<file path="config.mk">
export PLATFORM = sky130hd
export DESIGN_NAME = tdm_mux_scanner
export DESIGN_NICKNAME = d
export VERILOG_FILES = /design/src/rtl/tdm_mux_scanner_pkg.sv /design/src/rtl/tdm_mux_scanner_search.sv /design/src/rtl/tdm_mux_scanner.sv
export SDC_FILE = /design/constraint.sdc
export NUM_CORES = 1
export LEC_CHECK = 0
export ABC_CLOCK_PERIOD_IN_PS = 6400
export CAP_MARGIN = 20
export CORE_MARGIN = 4
export CORE_UTILIZATION = 56
export CTS_CLUSTER_DIAMETER = 40
export DETAILED_ROUTE_END_ITERATION = 7
export HOLD_SLACK_MARGIN = 0.08
export PLACE_DENSITY = 0.87
export SLEW_MARGIN = 0
export SYNTH_ARGS = -nofsm -noshare
export SYNTH_HDL_FRONTEND = slang
export SYNTH_HIERARCHICAL = 1
export SYNTH_SLANG_ARGS = --single-unit
</file>
<file path="constraint.sdc">
create_clock -name clk -period 6.4 [get_ports clk]
set_input_delay 1.28 -clock clk [delete_from_list [all_inputs] [get_ports clk]]
set_output_delay 1.28 -clock clk [all_outputs]
set_load 0.005 [all_outputs]
</file>
<file path="src/rtl/tdm_mux_scanner_pkg.sv">
// ---------------------------------------------------------------------------
// tdm_mux_pkg
//   Shared types and constants for the TDM mux scanner.
//   state_t     : controller state (IDLE / BUSY)
//   MODE_MANUAL : single-shot capture of the channel on `sel`
//   MODE_SCAN   : walk every channel enabled in `ch_mask`, ascending
// ---------------------------------------------------------------------------
package tdm_mux_pkg;

    typedef enum logic {
        IDLE = 1'b0,
        BUSY = 1'b1
    } state_t;

    localparam logic MODE_MANUAL = 1'b0;
    localparam logic MODE_SCAN   = 1'b1;

endpackage

</file>
<file path="src/rtl/tdm_mux_scanner_search.sv">
// ---------------------------------------------------------------------------
// mux_ch_search
//   Combinational priority search: the lowest enabled channel strictly above
//   `cur`. With `first` set the search starts below channel 0, so the result
//   is the lowest enabled channel overall.
//   Ports:
//     mask  in  N_CH  channel enable bits
//     cur   in  CW    current channel index
//     first in  1     ignore `cur`, search from the bottom
//     nxt   out CW    next enabled channel (0 when none found)
//     found out 1     a qualifying channel exists
// ---------------------------------------------------------------------------
module mux_ch_search #(
    parameter int N_CH = 16,
    parameter int CW   = $clog2(N_CH)
) (
    input  logic [N_CH-1:0] mask,
    input  logic [CW-1:0]   cur,
    input  logic            first,
    output logic [CW-1:0]   nxt,
    output logic            found
);

    // Walk downwards so the last hit written is the lowest qualifying index.
    always_comb begin
        nxt   = '0;
        found = 1'b0;
        for (int k = N_CH - 1; k >= 0; k--) begin
            if (mask[k] && (first || (k > int'(cur)))) begin
                nxt   = CW'(k);
                found = 1'b1;
            end
        end
    end

endmodule

</file>
<file path="src/rtl/tdm_mux_scanner.sv">
// ---------------------------------------------------------------------------
// tdm_mux_scanner
//   Registered N_CH:1 multiplexer with a sequencing controller. Manual mode
//   captures the channel on `sel` once; scan mode walks every channel enabled
//   in `ch_mask` in ascending order. Each captured word is offered on a
//   valid/ready port; one beat per cycle while the consumer is ready.
//   Ports:
//     clk       in  1       rising-edge clock
//     rst       in  1       synchronous active-high reset
//     in        in  N_CH*W  channel k at [k*W +: W]
//     mode      in  1       0 manual, 1 scan (sampled at accepted start)
//     sel       in  CW      manual channel (sampled at accepted start)
//     ch_mask   in  N_CH    scan enables (sampled at accepted start)
//     start     in  1       run request, accepted only while idle
//     out_data  out W       captured word
//     out_ch    out CW      channel index of captured word
//     out_valid out 1       beat valid
//     out_ready in  1       consumer ready
//     busy      out 1       controller not idle
//     done      out 1       one-cycle pulse at end of each run
// ---------------------------------------------------------------------------
module tdm_mux_scanner
    import tdm_mux_pkg::*;
#(
    parameter  int N_CH = 16,
    parameter  int W    = 1,
    localparam int CW   = $clog2(N_CH)
) (
    input  logic              clk,
    input  logic              rst,
    input  logic [N_CH*W-1:0] in,
    input  logic              mode,
    input  logic [CW-1:0]     sel,
    input  logic [N_CH-1:0]   ch_mask,
    input  logic              start,
    output logic [W-1:0]      out_data,
    output logic [CW-1:0]     out_ch,
    output logic              out_valid,
    input  logic              out_ready,
    output logic              busy,
    output logic              done
);

    state_t            state_q, state_d;
    logic [N_CH-1:0]   mask_q, mask_d;
    logic              mode_q, mode_d;
    logic [W-1:0]      out_data_q, out_data_d;
    logic [CW-1:0]     out_ch_q, out_ch_d;
    logic              out_valid_q, out_valid_d;
    logic              done_q, done_d;

    // First enabled channel of the live mask (used only at start) and the
    // next enabled channel above the beat currently presented.
    logic [CW-1:0]     first_idx, next_idx;
    logic              first_found, next_found;

    mux_ch_search #(.N_CH(N_CH), .CW(CW)) u_first (
        .mask  (ch_mask),
        .cur   ('0),
        .first (1'b1),
        .nxt   (first_idx),
        .found (first_found)
    );

    mux_ch_search #(.N_CH(N_CH), .CW(CW)) u_next (
        .mask  (mask_q),
        .cur   (out_ch_q),
        .first (1'b0),
        .nxt   (next_idx),
        .found (next_found)
    );

    // Capture request from the controller; the data select is shared by
    // every capture path.
    logic              cap_en;
    logic [CW-1:0]     cap_ch;
    logic [W-1:0]      cap_word;

    // Compare-and-select rather than a computed part-select so a `sel`
    // beyond N_CH-1 (non power-of-two N_CH) reads as zero instead of X.
    always_comb begin
        cap_word = '0;
        for (int k = 0; k < N_CH; k++) begin
            if (cap_ch == CW'(k)) begin
                cap_word = in[k*W +: W];
            end
        end
    end

    always_comb begin
        state_d     = state_q;
        mask_d      = mask_q;
        mode_d      = mode_q;
        out_valid_d = out_valid_q;
        done_d      = 1'b0;
        cap_en      = 1'b0;
        cap_ch      = out_ch_q;

        case (state_q)
            IDLE: begin
                if (start) begin
                    mode_d = mode;
                    if (mode == MODE_MANUAL) begin
                        cap_en = 1'b1;
                        cap_ch = sel;
                    end else if (first_found) begin
                        mask_d = ch_mask;
                        cap_en = 1'b1;
                        cap_ch = first_idx;
                    end else begin
                        // Empty scan mask: nothing to send, finish at once.
                        done_d = 1'b1;
                    end
                end
            end
            BUSY: begin
                if (out_valid_q && out_ready) begin
                    if ((mode_q == MODE_SCAN) && next_found) begin
                        cap_en = 1'b1;
                        cap_ch = next_idx;
                    end else begin
                        out_valid_d = 1'b0;
                        state_d     = IDLE;
                        done_d      = 1'b1;
                    end
                end
            end
            default: state_d = IDLE;
        endcase

        if (cap_en) begin
            out_valid_d = 1'b1;
            state_d     = BUSY;
        end
    end

    always_comb begin
        out_ch_d   = out_ch_q;
        out_data_d = out_data_q;
        if (cap_en) begin
            out_ch_d   = cap_ch;
            out_data_d = cap_word;
        end
    end

    always_ff @(posedge clk) begin
        if (rst) begin
            state_q     <= IDLE;
            mask_q      <= '0;
            mode_q      <= MODE_MANUAL;
            out_data_q  <= '0;
            out_ch_q    <= '0;
            out_valid_q <= 1'b0;
            done_q      <= 1'b0;
        end else begin
            state_q     <= state_d;
            mask_q      <= mask_d;
            mode_q      <= mode_d;
            out_data_q  <= out_data_d;
            out_ch_q    <= out_ch_d;
            out_valid_q <= out_valid_d;
            done_q      <= done_d;
        end
    end

    assign out_data  = out_data_q;
    assign out_ch    = out_ch_q;
    assign out_valid = out_valid_q;
    assign busy      = (state_q == BUSY);
    assign done      = done_q;

endmodule

</file>
# [Word-level counts from Yosys, hierarchy flattened]
# Cells that the tools add are included.
[classes] reduce_logical=23 n_eq_ne=16 order_cmp=15 bitwise=1 mux=103
[op_table] operator="4-bit two-way mux" count=36
[op_table] operator="1-bit two-way mux" count=64
[op_table] operator="4-bit == test, second input constant" count=8
[op_table] operator="4-bit > comparator, first input constant" count=8
[op_table] operator="1-bit logical AND" count=17
[op_table] operator="4-bit by 3-bit == test with 1-bit output, second input constant" count=4
[op_table] operator="3-bit by 4-bit > comparator with 1-bit output, first input constant" count=4
[op_table] operator="4-bit by 2-bit == test with 1-bit output, second input constant" count=2
[op_table] operator="2-bit by 4-bit > comparator with 1-bit output, first input constant" count=2
[op_table] operator="4-bit case mux with 2 select lines" count=1
[op_table] operator="4-bit by 1-bit == test with 1-bit output, second input constant" count=1
[op_table] operator="1-bit by 4-bit > comparator with 1-bit output, first input constant" count=1
[op_table] operator="4-bit zero test" count=1
[op_table] operator="1-bit case mux with 2 select lines" count=2
[op_table] operator="4-bit AND reduction" count=1
[op_table] operator="2-bit nonzero test" count=2
[op_table] operator="3-bit AND reduction" count=1
[op_table] operator="2-bit != test, second input constant" count=1
[op_table] operator="2-bit AND reduction" count=1
[op_table] operator="1-bit inverter" count=1
[totals] regBits=25 word_cells=165

# [Logic depth before layout (Yosys ltp)]
[logic_depth] depth_word=38 depth_mapped=14 mapped_depth_nobuf=12

# [Cells and area by module]
# The synthesis kept the hierarchy.
[modules_own_cells] mod="tdm_mux_scanner" seq_area_each_um2=500.5 area_per_inst_um2=1272.5 cells_per_inst=161 n_inst=1
[modules_own_cells] mod="mux_ch_search" seq_area_each_um2=0.0 area_per_inst_um2=518.0 cells_per_inst=82 n_inst=2

# [Worst setup path after synthesis]
# OpenSTA, ideal clock, no wires.
[synth_timing] kind="input to register" startpoint="input port ch_mask[11]" endpoint="register out_data_q, in the netlist out_data" slack_ps=2842 t_required_ps=6280 arrival_time_ps=3438 setup_time_ps=120 path_stages=12 cell_sequence="or2_2 > o211ai_1 > o21ai_0 > nor2_1 > nand2_1 > or2b_2 > a22oi_4 > a211oi_4 > mux2_1 > nor3_1 > a211oi_1 > a211o_1"
[synth_between] elab_chain_len=33
[synth_rtl] item="start, declared" line="tdm_mux_scanner.sv:34" text="input logic [N_CH-1:0] ch_mask,"
[synth_rtl] item="1-bit two-way mux (*) (12 in series)" line="tdm_mux_scanner_search.sv:29" text="if (mask[k] && (first || (k > int'(cur)))) begin"
[synth_rtl] item="net first_found" line="tdm_mux_scanner.sv:55" text="logic first_found, next_found;"
[synth_rtl] item="4-bit two-way mux" line="tdm_mux_scanner.sv:106" text="end else if (first_found) begin"
[synth_rtl] item="4-bit two-way mux" line="tdm_mux_scanner.sv:103" text="if (mode == MODE_MANUAL) begin"
[synth_rtl] item="4-bit two-way mux" line="tdm_mux_scanner.sv:101" text="if (start) begin"
[synth_rtl] item="4-bit case mux with 2 select lines" line="tdm_mux_scanner.sv:99" text="case (state_q)"
[synth_rtl] item="4-bit zero test" line="tdm_mux_scanner.sv:84" text="if (cap_ch == CW'(k)) begin"
[synth_rtl] item="1-bit two-way mux (16 in series)" line="tdm_mux_scanner.sv:84"
[synth_rtl] item="end signal, assigned" line="tdm_mux_scanner.sv:159" text="out_data_q <= out_data_d;"
[synth_rtl] item="end, declared" line="tdm_mux_scanner.sv:47" text="logic [W-1:0] out_data_q, out_data_d;"
# The timed path passes the listed nets; every way through them passes the cells marked *.
# A chain may end at the register's enable or synchronous reset.

# [Worst setup path in the final report]
# Ends and elaborated chain as after synthesis.

==> run summary <==
* final critical-path required period: 4.05 ns
* maximum fanout encountered on the critical timing path: 7
* Post-layout nets: 427
* total DRC errors in the routed layout: 0
* summed area of non-filler cells in the final layout: 2870 um2
* antenna diode instance count: 0
* Tcrit/Tclk final: 0.632
* Ports: 49
* pin count of the biggest net entering global routing: 27
* overall power consumption: 0.440 mW
* # clock sinks: 25
* number of buffers inserted by port buffering: 48
* Core Rows: 23
* Worst VDD drop: 0.0000812 V
* die area: 5210 um2
* Layout area overhead: 24.3%
* clock transition at the register clock pins on the worst setup and hold paths after CTS: 0.10 ns
* synth unique cells: 60
* Slew Viols, Final: 0
* Final Util: 0.717
* Chip Height: 72.2 um
* HPWL reported at the end of detailed placement: 4.88 mm
* clock tree from TritonCTS: built
* Setup-failing EPs final: 0
* GRT overflow: 0
* portion of the post-synthesis area used by sequential elements: 0.217
* final hold viol count: 0
* overall global routing resource usage: 0.242
* element type at the critical path start: primary input
* Total Routed Length: 6.29 mm
* effective utilization at floorplan: 0.577
* H-tree Lvls: 1
* antenna violations before repair: 0
* area occupied by multi-input gates: 1770 um2
* async set-or-reset flop fraction in the synthesized netlist: 0
* Clock Root Buffer: sky130_fd_sc_hd__clkbuf_8
* synthesized cell area: 2310 um2
* Setup Crit Path Kind: in -> reg
* RSZ-0062 raised after global routing: false
* latest clock arrival within the worst-skew pair: 0.27 ns
* setup TNS: 0 ns
* class of the tightest hold or removal check: reg -> reg
* routed via count: 2562
* number of buffers created by CTS: 3
* number of enable flip-flop cells after synthesis: 0
* maximum operating frequency: 0.247 GHz
* total power per unit cell area: 153 nW/um2
* remaining max-slew budget at the tightest pin: 0.366
* area inside the core boundary: 4000 um2
* count of nets left with antenna violations after detail routing: 0
* post-detailed-route via-to-cell ratio: 5.89
* post-CTS repair timing setup buffer count: 0
* data required time at the worst endpoint: 6.57 ns
* number of hold-repair buffers added at the cts stage: 0
* die width: 72.2 um
* worst-case clock buffer depth: 2
* post-route clock skew: 0.0148 ns
* leading register cell type out of synthesis: sky130_fd_sc_hd__dfxtp_1
* post-CTS resize count: 0
* placed instance area: 2820 um2
* #FFs+latches synth: 25
* total leakage power: 1.04 nW
* routability cong.: 1.03
* sequential cell area in the final layout: 500 um2
* Iteration-0 DRC Markers: 348
* average wire per cell in the routed design: 14.5 um
* Arrival @ worst endpoint: 4.22 ns
* hold_ws: 0.463 ns
* number of global-route vias before repair: 2271
* count of yosys warnings during synthesis: 6
* post-synthesis instance total: 325
* share of final-layout standard cells stronger than drive strength 1: 0.0701
* actual slew at the worst max-slew pin: 0.947 ns
* total iterations of the first detailed-routing run: 5
* per-instance average area after synthesis: 7.10 um2
* first-pass GRT wire length: 10.4 mm
* fill cell total of the finished layout: 355
* outcome: finished clean
* Max Cap Violations: 0
* endpoint class of the critical path: register
==> area by class of cell <==
type,count,area share
tap,50,0.0218
clock buffer,4,0.0157
inverter,4,0.00523
timing repair buffer,48,0.167
multi-input combinational,304,0.615
sequential,25,0.174
==> Yosys cell counts, types with 2 or more instances <==
library cell	n	share of area
sky130_fd_sc_hd__a211oi_1	3	0.0098
sky130_fd_sc_hd__a21oi_1	36	0.078
sky130_fd_sc_hd__a311o_1	2	0.0087
sky130_fd_sc_hd__a31o_1	2	0.0076
sky130_fd_sc_hd__a31oi_1	5	0.014
sky130_fd_sc_hd__a32o_1	2	0.0087
sky130_fd_sc_hd__and3b_1	2	0.0076
sky130_fd_sc_hd__and4_1	2	0.0076
sky130_fd_sc_hd__and4bb_1	2	0.011
sky130_fd_sc_hd__buf_2	4	0.0087
sky130_fd_sc_hd__buf_4	8	0.026
sky130_fd_sc_hd__buf_6	3	0.015
sky130_fd_sc_hd__clkbuf_1	4	0.0065
sky130_fd_sc_hd__conb_1	2	0.0033
sky130_fd_sc_hd__dfxtp_1	25	0.22
sky130_fd_sc_hd__inv_1	4	0.0065
sky130_fd_sc_hd__mux2_1	3	0.015
sky130_fd_sc_hd__nand2_1	63	0.10
sky130_fd_sc_hd__nand2b_1	10	0.027
sky130_fd_sc_hd__nand3_1	4	0.0087
sky130_fd_sc_hd__nand3b_1	5	0.016
sky130_fd_sc_hd__nand4_1	4	0.011
sky130_fd_sc_hd__nand4b_1	4	0.015
sky130_fd_sc_hd__nand4bb_1	4	0.020
sky130_fd_sc_hd__nor2_1	28	0.046
sky130_fd_sc_hd__nor2b_1	8	0.022
sky130_fd_sc_hd__nor3_1	4	0.0087
sky130_fd_sc_hd__nor3_2	3	0.013
sky130_fd_sc_hd__nor4_1	2	0.0054
sky130_fd_sc_hd__o2111ai_1	2	0.0076
sky130_fd_sc_hd__o211a_1	4	0.017
sky130_fd_sc_hd__o211ai_1	4	0.013
sky130_fd_sc_hd__o21a_1	2	0.0065
sky130_fd_sc_hd__o21ai_0	17	0.037
sky130_fd_sc_hd__o21ai_1	12	0.026
sky130_fd_sc_hd__o21ai_2	2	0.0076
sky130_fd_sc_hd__o21ba_2	2	0.0087
sky130_fd_sc_hd__o21bai_1	2	0.0065
sky130_fd_sc_hd__o221a_2	2	0.0098
sky130_fd_sc_hd__o221ai_1	2	0.0076
sky130_fd_sc_hd__o22ai_1	3	0.0081
sky130_fd_sc_hd__or2_2	5	0.014
==> metal layers <==
layer | GRT usage | routed length [um] | vias to the layer above
met3 | 0.0263 | 319 | 8
met2 | 0.407 | 2980 | 78
met1 | 0.329 | 2920 | 1185
met4 | 0.0626 | 71 | 0
met5 | 0 | 0 | -
li1 | - | - | 1291
==> placed cells by master, fill, tap and decap left out, types with 4 or more instances in the layout <==
cell,netlist,routed
sky130_fd_sc_hd__dfxtp_1,25,25
sky130_fd_sc_hd__nand2_1,63,63
sky130_fd_sc_hd__clkdlybuf4s50_1,0,48
sky130_fd_sc_hd__nand4b_1,4,4
sky130_fd_sc_hd__or2_2,5,5
sky130_fd_sc_hd__o211a_1,4,4
sky130_fd_sc_hd__nand3b_1,5,5
sky130_fd_sc_hd__nand4bb_1,4,4
sky130_fd_sc_hd__nor3_1,4,4
sky130_fd_sc_hd__o211ai_1,4,4
sky130_fd_sc_hd__o21ai_0,17,17
sky130_fd_sc_hd__a31oi_1,5,5
sky130_fd_sc_hd__o21ai_1,12,12
sky130_fd_sc_hd__conb_1,2,29
sky130_fd_sc_hd__nor2b_1,8,8
sky130_fd_sc_hd__inv_1,4,4
sky130_fd_sc_hd__nand3_1,4,4
sky130_fd_sc_hd__nor2_1,28,28
sky130_fd_sc_hd__nand4_1,4,4
sky130_fd_sc_hd__a21oi_1,36,36
sky130_fd_sc_hd__nand2b_1,10,10
==> report_power, final <==
part	internal [mW]	switching [mW]	total (mW)	leakage [nW]
combinational	0.0814	0.0823	0.164	0.815
sequential	0.165	0.0168	0.181	0.205
clock	0.0445	0.0501	0.0946	0.0228
total	0.291	0.149	0.440	1.04
==> worst paths after layout <==
check	endpoint	start	slack (ns)	cells after the start
setup reg to reg	out_data	out_ch[2]	3.03	12
setup / recovery	out_data	ch_mask[11]	2.35	13
hold reg to reg	mask_q[5]	mask_q[5]	0.46	2
hold / removal	mask_q[5]	mask_q[5]	0.46	2
==> stage by stage <==
step | setup WS (ns) | std cells
after CTS | 2.39 | 435
after global placement | 2.13 | 431
after global routing | 2.08 | 435
after detailed placement | 2.10 | 431
after floorplan | 2.84 | 352
final | 2.35 | 435
==> cells by family (layout without fill, tap and decap cells) <==
kind of cell / Yosys count / in the layout / synth area share
flip-flops: 25 / 25 / 0.217
AO/OA/AOI/OAI: 114 / 114 / 0.334
buffers and inverters: 23 / 56 / 0.0623
multiplexers: 5 / 5 / 0.0238
other: 2 / 29 / 0.00325
AND/OR/NAND/NOR: 156 / 156 / 0.360
==> critical path: stages <==
cell	delay [ns]
sky130_fd_sc_hd__clkdlybuf4s50_1	0.44
sky130_fd_sc_hd__or2_2	0.30
sky130_fd_sc_hd__o211ai_1	0.10
sky130_fd_sc_hd__o21ai_0	0.14
sky130_fd_sc_hd__nor2_1	0.17
sky130_fd_sc_hd__nand2_1	0.16
sky130_fd_sc_hd__and3b_1	0.19
sky130_fd_sc_hd__o21ai_0	0.26
sky130_fd_sc_hd__o221ai_1	0.32
sky130_fd_sc_hd__o31ai_1	0.33
sky130_fd_sc_hd__a21oi_1	0.07
sky130_fd_sc_hd__o221a_2	0.25
sky130_fd_sc_hd__a211o_1	0.22
==> state kept, by name (all words and copies together) (netlist names) <==
register and count:
busy 1, done 1, mask_q 16, mode_q 1, out_ch 4, out_data 1, out_valid 1
Note: power is estimated with default switching activity, not from simulation.
==> edit: new RTL, same flow settings <==
`N_CH` is set to 16 in 2 places; all go to 32.
--- a/src/rtl/tdm_mux_scanner_search.sv
+++ b/src/rtl/tdm_mux_scanner_search.sv
@@ -13,3 +13,3 @@
 module mux_ch_search #(
-    parameter int N_CH = 16,
+    parameter int N_CH = 32,
     parameter int CW   = $clog2(N_CH)
--- a/src/rtl/tdm_mux_scanner.sv
+++ b/src/rtl/tdm_mux_scanner.sv
@@ -24,3 +24,3 @@
 #(
-    parameter  int N_CH = 16,
+    parameter  int N_CH = 32,
     parameter  int W    = 1,
Interface: changed (resized ch_mask, in, out_ch and sel); port bits go from 49 to 83. The function was not compared with the original's and may differ.
==> edit against the unedited design <==
  * The run now ends with design-rule violations left
  * Wire length is 130% higher
  * Worst setup slack worse by 990 ps
  * Design area increased by 83%
  * Sequential share of layout area shrank 1.4 points
  * Sequential cell count grew 17
  * Power up 91%
  * Register-to-register slack got worse by 1500 ps
  * Area after synthesis increased by 90%
  * Worst hold slack worse by 4.0 ps
  * Synthesized cell count rose by 91%
  * Clock skew is 5.2 ps lower
  * Largest power group is now combinational cells
  * Highest routed layer unchanged
==> edit: results (changes against the unedited design) <==
Clk Latency, worst-skew pair=290 ps (+20 ps); hold endpoint=mask_q[16]; metal2 WL=6680 um (+120%); synth unique cells=74 (+23%); clk_skew=9.62 ps (-5.22 ps); largest net degree at the start of global routing=43 (+59%); drt pass-1 iters=8 (+3); CTS clock-pin slew for the worst setup and hold paths=80 ps (-20 ps); reg2reg start=out_ch[4]; vias in the first global route=4716 (+110%); Remaining DRCs=1 (+1); failing checks=design-rule violations; total routed wirelength=14300 um (+130%); Leakage Power=1.85 nW (+77%); Synth Instances=620 (+91%); crit-path max FO=13 (+6); Synth area leaders=dfxtp_1 19%, nand2_1 8.5%, a21oi_1 8.2%, o21ai_0 4.5%, buf_6 3.1%; Max stage delay on crit path=740 ps (+300 ps); layout cell share with drive strength beyond 1=0.0712 (+0.00109); Place WS=1090 ps (-1010 ps); grt met3 use=0.0573 (+0.0310); largest vdd supply drop=95.8 uV (+18%); vias=5190 (+100%); fin nets=761 (+78%); status=finished with violations; met2 global-route usage=0.472 (+0.0649)
edit: changes by cell type after synthesis, moves of 13 or more:
cell,unedited run,this run
nand3_1,4,24
o21ai_0,17,39
clkbuf_1,4,17
nor3_1,4,17
nand2_1,63,99
a21oi_1,36,72
dfxtp_1,25,42
edit: logic make-up after synthesis:
logic type / after synthesis / share of synthesized area
AOI/OAI and AO/OA: 246 / 0.375
DFF: 42 / 0.192
and+or+nand+nor: 269 / 0.330
muxes: 7 / 0.0160
adders and majority gates: 2 / 0.00514
other: 2 / 0.00171
buffers and inverters: 52 / 0.0796
edit: layout make-up:
class,count,area (um^2),share of cell area
multi-input cells,545,3270,0.622
repair buffers,87,898,0.171
flip-flops and latches,42,841,0.160
well taps,102,128,0.0243
clock buffers,6,82.6,0.0157
inverters,6,22.5,0.00429
clock inverters,2,12.5,0.00238
edit: power by group:
group	leakage, nW	switching, mW	total (mW)	internal [mW]
Clock	0.0472	0.0916	0.178	0.0867
Sequential	0.344	0.0305	0.306	0.276
Combinational	1.46	0.194	0.355	0.160
Total	1.85	0.316	0.839	0.522
edit: worst max-delay path by stage:
stage	start	endpoint	slack, ps	cells after the start
detailed placement	ch_mask[21]	out_data	1090	14
global route	ch_mask[21]	out_data	990	14
global placement	ch_mask[21]	out_data	1310	14
floorplan	ch_mask[21]	out_data	2320	14
CTS	ch_mask[21]	out_data	1400	14
finish	ch_mask[21]	out_data	1360	14
edit: per-stage QoR:
stage,utilization,area (um^2)
2_1_floorplan,-,4460
3_3_place_gp,0.664,5100
3_5_place_dp,0.667,5130
4_1_cts,0.680,5230
5_1_grt,0.683,5250
6_report,0.683,5250
edit: worst register-to-register path: cells and delay by family, from the launching register on:
kind | cells | cell delay, ps
DFF | 1 | 730
and+or+nand+nor | 7 | 1910
AOI/OAI and AO/OA | 6 | 2160
